<file path="config.mk">
export PLATFORM = sky130hd
export DESIGN_NAME = mips_cpu_muldiv
export DESIGN_NICKNAME = d
export VERILOG_FILES = /design/src/rtl/mips_cpu_muldiv.sv
export SDC_FILE = /design/constraint.sdc
export NUM_CORES = 1
export LEC_CHECK = 0
export ABC_CLOCK_PERIOD_IN_PS = 4070
export CAP_MARGIN = 20
export CORE_MARGIN = 2
export CORE_UTILIZATION = 60
export DETAILED_ROUTE_END_ITERATION = 12
export PLACE_DENSITY = 0.93
export SYNTH_ARGS = -nofsm -noshare
export SYNTH_HDL_FRONTEND = slang
export SYNTH_SLANG_ARGS = --single-unit
</file>
<file path="constraint.sdc">
create_clock -name clk -period 4.07 [get_ports clk]
set_input_delay 0.814 -clock clk [delete_from_list [all_inputs] [get_ports clk]]
set_output_delay 0.814 -clock clk [all_outputs]
set_load 0.01 [all_outputs]
</file>
<file path="src/rtl/mips_cpu_muldiv.sv">
// Iterative 32-bit multiply/divide unit holding the architectural HI/LO pair.
// MULT/MULTU use LSB-first shift-add and DIV/DIVU use MSB-first restoring
// division. Both run on unsigned magnitudes, and the sign is fixed up in FIN.
// MTHI/MTLO write HI/LO directly at the accepting edge.
module mips_cpu_muldiv (
    input  logic        clk,
    input  logic        reset,
    input  logic        start,
    input  logic [2:0]  op,
    input  logic [31:0] a,
    input  logic [31:0] b,
    output logic        busy,
    output logic        done,
    output logic [31:0] hi,
    output logic [31:0] lo
);

    typedef enum logic [1:0] {
        S_IDLE = 2'd0,
        S_RUN  = 2'd1,
        S_FIN  = 2'd2
    } state_t;

    localparam logic [2:0] OP_MULTU = 3'b000;
    localparam logic [2:0] OP_MULT  = 3'b001;
    localparam logic [2:0] OP_DIVU  = 3'b010;
    localparam logic [2:0] OP_DIV   = 3'b011;
    localparam logic [2:0] OP_MTHI  = 3'b100;
    localparam logic [2:0] OP_MTLO  = 3'b101;

    state_t      state_q;
    logic [4:0]  cnt_q;
    logic        is_div_q;
    logic        neg_res_q;   // negate product, or negate quotient
    logic        neg_rem_q;   // remainder follows the dividend sign
    logic        dz_q;        // divide by zero
    logic [31:0] src_a_q;     // raw rs, returned in HI on divide by zero
    logic [31:0] opnd_q;      // multiplicand or divisor magnitude
    logic [63:0] work_q;      // product accumulator, or dividend/quotient shifter in [31:0]
    logic [31:0] rem_q;       // partial remainder, always below the divisor
    logic        busy_q;
    logic        done_q;
    logic [31:0] hi_q;
    logic [31:0] lo_q;

    // Datapath for one iteration, plus the sign-corrected results used in FIN
    logic [32:0] mul_sum;
    logic [32:0] div_shift;   // 33-bit trial partial remainder
    logic [33:0] div_diff;
    logic        div_ok;
    logic [63:0] work_d;
    logic [31:0] rem_d;
    logic [63:0] mul_res;
    logic [31:0] quo_res;
    logic [31:0] rem_res;
    logic        sgn_in;
    logic [31:0] mag_a;
    logic [31:0] mag_b;

    // Next-state datapath for one iteration, and the FIN sign fixup
    always_comb begin
        mul_sum   = {1'b0, work_q[63:32]} + (work_q[0] ? {1'b0, opnd_q} : 33'd0);
        div_shift = {rem_q, work_q[31]};
        div_diff  = {1'b0, div_shift} - {2'b00, opnd_q};
        div_ok    = ~div_diff[33];
        work_d    = work_q;
        rem_d     = rem_q;
        if (is_div_q) begin
            work_d = {32'd0, work_q[30:0], div_ok};
            rem_d  = div_ok ? div_diff[31:0] : div_shift[31:0];
        end else begin
            work_d = {mul_sum, work_q[31:1]};
        end

        mul_res = neg_res_q ? (64'd0 - work_q) : work_q;
        quo_res = neg_res_q ? (32'd0 - work_q[31:0]) : work_q[31:0];
        rem_res = neg_rem_q ? (32'd0 - rem_q) : rem_q;

        // Signed ops (op[0]=1) work on magnitudes
        sgn_in = op[0];
        mag_a  = (sgn_in && a[31]) ? (32'd0 - a) : a;
        mag_b  = (sgn_in && b[31]) ? (32'd0 - b) : b;
    end

    // Control FSM, operand latching and HI/LO commit
    always_ff @(posedge clk) begin
        if (reset) begin
            state_q   <= S_IDLE;
            cnt_q     <= 5'd0;
            is_div_q  <= 1'b0;
            neg_res_q <= 1'b0;
            neg_rem_q <= 1'b0;
            dz_q      <= 1'b0;
            src_a_q   <= 32'd0;
            opnd_q    <= 32'd0;
            work_q    <= 64'd0;
            rem_q     <= 32'd0;
            busy_q    <= 1'b0;
            done_q    <= 1'b0;
            hi_q      <= 32'd0;
            lo_q      <= 32'd0;
        end else begin
            done_q <= 1'b0;
            case (state_q)
                S_IDLE: begin
                    if (start) begin
                        case (op)
                            OP_MULTU, OP_MULT: begin
                                is_div_q  <= 1'b0;
                                neg_res_q <= sgn_in & (a[31] ^ b[31]);
                                neg_rem_q <= 1'b0;
                                dz_q      <= 1'b0;
                                src_a_q   <= a;
                                opnd_q    <= mag_a;
                                work_q    <= {32'd0, mag_b};
                                rem_q     <= 32'd0;
                                cnt_q     <= 5'd31;
                                busy_q    <= 1'b1;
                                state_q   <= S_RUN;
                            end
                            OP_DIVU, OP_DIV: begin
                                is_div_q  <= 1'b1;
                                neg_res_q <= sgn_in & (a[31] ^ b[31]);
                                neg_rem_q <= sgn_in & a[31];
                                dz_q      <= (b == 32'd0);
                                src_a_q   <= a;
                                opnd_q    <= mag_b;
                                work_q    <= {32'd0, mag_a};
                                rem_q     <= 32'd0;
                                cnt_q     <= 5'd31;
                                busy_q    <= 1'b1;
                                state_q   <= S_RUN;
                            end
                            OP_MTHI: begin
                                hi_q   <= a;
                                done_q <= 1'b1;
                            end
                            OP_MTLO: begin
                                lo_q   <= a;
                                done_q <= 1'b1;
                            end
                            default: begin
                                // Reserved ops are dropped without any effect
                            end
                        endcase
                    end
                end
                S_RUN: begin
                    work_q <= work_d;
                    rem_q  <= rem_d;
                    if (cnt_q == 5'd0) begin
                        state_q <= S_FIN;
                    end else begin
                        cnt_q <= cnt_q - 5'd1;
                    end
                end
                S_FIN: begin
                    if (!is_div_q) begin
                        hi_q <= mul_res[63:32];
                        lo_q <= mul_res[31:0];
                    end else if (dz_q) begin
                        hi_q <= src_a_q;
                        lo_q <= 32'hFFFF_FFFF;
                    end else begin
                        hi_q <= rem_res;
                        lo_q <= quo_res;
                    end
                    done_q  <= 1'b1;
                    busy_q  <= 1'b0;
                    state_q <= S_IDLE;
                end
                default: begin
                    busy_q  <= 1'b0;
                    state_q <= S_IDLE;
                end
            endcase
        end
    end

    assign busy = busy_q;
    assign done = done_q;
    assign hi   = hi_q;
    assign lo   = lo_q;

endmodule

</file>
After elaboration in Yosys (flattened, before gate mapping):

Cells that the tools add are included.

* bits in registers: 237
* bits of input ports: 70
* output and inout port bits: 66
* word-level logic and storage cells: 107

* add/subtract/negate cells: 8
* multiplexer cells: 43
* bitwise gates (word level): 5
* equal/unequal tests: 15
* reduce and logical (&&, ||, !) cells: 22

Operators with widths (number)
* two-way mux 32 bit: 17
* one-hot mux 32 bit (2 select lines): 4
* one-hot mux 64 bit (2 select lines): 2
* two-way mux 64 bit: 3
* subtractor 1 x 32 -> 32 bit, first input constant: 4
* subtractor 1 x 64 -> 64 bit, first input constant: 1
* subtractor 33 x 32 -> 34 bit: 1
* adder 32 x 32 -> 33 bit: 1
* logical NOT 32 bit: 1
* AND reduction 3 bit: 7
* two-way mux 5 bit: 3
* inequality test 2 bit, second input constant: 5
* one-hot mux 1 bit (2 select lines): 5
* one-hot mux 5 bit (2 select lines): 1
* AND reduction 4 bit: 2
* == test 3 x 2 -> 1 bit, second input constant: 2
* == test 3 bit, second input constant: 2
* two-way mux 2 bit: 3
* nonzero test 2 bit: 3
* OR reduction 2 bit: 3
* logical NOT 5 bit: 1
* subtractor 5 x 1 -> 5 bit, second input constant: 1
* two-way mux 1 bit: 4
* inequality test 2 x 1 -> 1 bit, second input constant: 2
* other kinds (12): 15

Depth between registers and ports, before layout:

* depth in word-level cells: 5
* depth in mapped cells: 14
* mapped depth without buffers: 13

Least setup slack after synthesis:

Ideal clock, no wire load.

* path kind: in2reg
* start point: in b[17]
* end point: reg work_q[28]
* arrival: 3.139 ns
* required time: 4.005 ns
* stages on the path: 10
* slack: 0.866 ns
* buffers on the path: 1
* path through: or4_1 > nor4_1 > or4b_1 > clkbuf_1 > o31ai_1 > xnor2_1 > nand2_1 > a311oi_1 > a21oi_1 > nor2_1

* longest elaborated chain between the ends: 5

RTL lines
* start: declaration: RTL line 11 `input logic [31:0] b,`
* subtractor 1 x 32 -> 32 bit: RTL line 82 `mag_b = (sgn_in && b[31]) ? (32'd0 - b) : b;`
* two-way mux 32 bit: RTL line 82
* one-hot mux 64 bit (2 select lines): RTL line 107 `case (op)`
* two-way mux 64 bit: RTL line 106 `if (start) begin`
* one-hot mux 64 bit (2 select lines): RTL line 104 `case (state_q)`
* end signal: assignment: RTL line 115 `work_q <= {32'd0, mag_b};`
* end signal: assignment: RTL line 128 `work_q <= {32'd0, mag_a};`
* end signal: assignment: RTL line 149 `work_q <= work_d;`
* end: declaration: RTL line 39 `logic [63:0] work_q;`

No other way between the ends. The select of a mux whose other input is x is not followed.
A chain may end at the register's enable or synchronous reset.

Worst setup path after layout:

* start point: reg work_q[0]
* end point: reg hi_q[28] (netlist: hi[28])

* longest elaborated chain between the ends: 4

RTL lines
* subtractor 1 x 64 -> 64 bit: RTL line 75 `mul_res = neg_res_q ? (64'd0 - work_q) : work_q;`
* two-way mux 64 bit: RTL line 75
* two-way mux 32 bit: RTL line 158 `if (!is_div_q) begin`
* one-hot mux 32 bit (2 select lines): RTL line 104
* end signal: assignment: RTL line 159 `hi_q <= mul_res[63:32];`
* end signal: assignment: RTL line 162 `hi_q <= src_a_q;`
* end signal: assignment: RTL line 165 `hi_q <= rem_res;`
* end: declaration: RTL line 43 `logic [31:0] hi_q;`

No other way between the ends.

==> reports/results.ini <==
[critical_path]
timing.rr.end = hi[28]
cp-end-kind = register
endpoint = hi[28]
crit-reg2reg-launch = work_q[0]
cp.arrival_ns = 4.04
ff2ff_path_depth = 10
worstSetupStartpointType = register
critical_path_class = register to register
critPathRequiredTime_ns = 4.49
cp-startpoint = work_q[0]
rrSetupSlack_ns = 0.45
crit_fanout = 10

[clock_network]
htree_levels = 1
cts_resized = 0
cts_buffers = 27
clk_pin_slew_ns = 0.07
cts-root-buf = clkbuf_16
cts_hold_buf = 0
clk_latency_ns = 0.56
clock-sinks = 237
clockBufferDepth = 3
tritoncts = built
post-cts-setup-buffers = 0

[layout]
final_nets = 2501
final_cells = 2761
final_util = 0.701
syn_to_final_growth_pct = 15.0
seqCellArea_mm2 = 0.00475
num-fill-cells = 2142
multi_input_area_mm2 = 0.0118
drive_above_1_share = 0.0690
antenna_cells = 0

[yosys]
synth_edf_count = 0
avgSynthCellArea_um2 = 7.63
synth-seq-cells = 237
ys.flop_type = dfxtp_1
synth-compound-area-share = 0.279
yosysTopAreaCell = dfxtp_1
synth.top_cell.area_share = 0.271
yosysWarningCount = 0
muxShareOfSynthArea = 0.0579
synth_top_family_by_area = compound AO/OA/AOI/OAI gates
synthMostInstantiatedCell = nand2_1
syn-num-nets = 2442
synth-xor-area-share = 0.0959
synth.distinct_cells = 80
synth_sequential_area_ratio = 0.271
synth_fa_ha_area_frac = 0.0522
syn_area_mm2 = 0.0175
syn_inst = 2300
synthTopCellsByCount = nand2_1, dfxtp_1, a21oi_1, nor2_1, o21ai_0
synth-async-reset-ratio = 0
yosys-top-cells-area = dfxtp_1, nand2_1, mux2i_1
synthSimpleGateAreaFrac = 0.188

[flow_run]
cap_violations = 0

[sta]
rsz0062_at_grt = no
hold_violations = 0
period_share = 0.889
slew_headroom = 0.251
setup_viol = 0
final.min_clock_period_ns = 3.62
tightest_slew_ns = 1.12
drv_slew = 0
fmax_mhz = 276
clock_skew_ns = 0.0207
fin_setup_tns_ns = 0

[global_route]
overflow = 0
met3_usage = 0.125
grt_max_degree = 100
grt_pass1_vias = 17529
antenna_found_initial = 0
use_met2 = 0.594
gr-usage-met1 = 0.557
top_usage_layer = met2
grt_pass1_wl_mm = 100
grt_usage = 0.414

[floorplan]
rows = 62
core_mm2 = 0.0288
die_y_um = 175
start_util = 0.609
pin_count = 136
chipWidth_um = 175
die_area_mm2 = 0.0306

[placement]
port_buffers = 135
placed_cells = 2713
gp_congestion = 1.02
hpwl_mm = 47.8

[detailed_routing]
vias_per_cell = 6.89
wirelength_mm = 65.2
vias = 19019
drtIter0Drc = 3478
routedWlPerCell_um = 23.6
drc = 0
first_pass_iters = 8
ant_nets = 0

[pwr]
power_density_mw_per_mm2 = 331
fin_total_pwr_mw = 6.68
leakage_nw = 7.69
peakVddDrop_uv = 324

[outcome]
status = finished, final reports clean

[min_path]
hold_path.class = register to register

==> flip-flops by register name, indices dropped and copies added (netlist names), 2 cells and up <==
signal and count:
cnt_q 5, hi 32, lo 32, opnd_q 32
rem_q 32, src_a_q 32, state_q 2, work_q 64
==> per-layer routing <==
metal  vias up  share of wire  routed length, µm
met2      1479           0.40              26100
met5         -              0                  0
met3       256           0.15               9880
met4         0          0.064               4190
met1      8801           0.38              25100
li1       8483              -                  -
==> placed cells by master (no fill, tap or decap), types with 17 or more instances in the layout <==
cell	instances
buf_4	66
ha_1	70
nand2_1	266
a21oi_1	190
o211ai_1	59
inv_1	81
a211oi_1	35
a221oi_1	39
nand2b_1	19
a222oi_1	18
nand3_1	33
dfxtp_1	234
o21ai_0	174
a21o_1	37
o41ai_1	17
or3_1	22
o31ai_1	40
xor2_1	100
a22oi_1	22
xnor2_1	92
mux2i_1	97
nor3_1	46
clkdlybuf4s50_1	133
clkbuf_16	27
nor2_1	185
==> logic make-up (layout without fill, tap and decap cells) <==
group,count (synthesis),count (layout)
XOR/XNOR,192,192
buffers and inverters,254,331
flip-flops,237,237
multiplexers,101,101
adder cells (fa/ha/maj),72,72
AO/OA/AOI/OAI,743,743
AND/OR/NAND/NOR,701,701
==> worst max-delay path, cell delays in order, from the launching register on <==
cell	delay, ns
dfxtp_1	0.35
inv_1	0.37
ha_1	0.31
inv_1	0.08
nor4_1	0.57
nand4_1	0.38
or3_1	0.59
nor4_1	0.41
o21ai_0	0.16
a21oi_1	0.20
nor2_1	0.05
==> through the flow <==
stage | cell area [µm²] | worst slack, ns | hold WS, ns
floorplan | 17500 | 0.866 | 0.431
global placement | 19200 | 0.274 | 0.441
detailed placement | 19200 | 0.203 | 0.445
CTS | 20200 | 0.609 | 0.452
global route | 20200 | 0.389 | 0.473
finish | 20200 | 0.451 | 0.456
==> power breakdown <==
part	total [mW]	switching, mW	internal, mW
Combinational	1.54	0.945	0.594
Clock	2.55	1.04	1.51
Sequential	2.59	0.158	2.43
Total	6.68	2.15	4.53
==> how the worst min path moves through the flow <==
stage                start          end  cells after the start
2_1_floorplan  src_a_q[19]  src_a_q[19]                      2
3_3_place_gp     opnd_q[3]    opnd_q[3]                      2
3_5_place_dp    opnd_q[19]   opnd_q[19]                      2
4_1_cts         opnd_q[19]   opnd_q[19]                      2
5_1_grt        src_a_q[22]  src_a_q[22]                      2
6_report        opnd_q[19]   opnd_q[19]                      2
==> final cells by class <==
class,count,share of cell area
inverters,81,0.0151
well taps,384,0.0238
clock buffers,35,0.0380
repair buffers,203,0.0934
multi-input cells,1809,0.587
flip-flops and latches,237,0.235
clock inverters,12,0.00726
(Power assumes the default switching activity.)
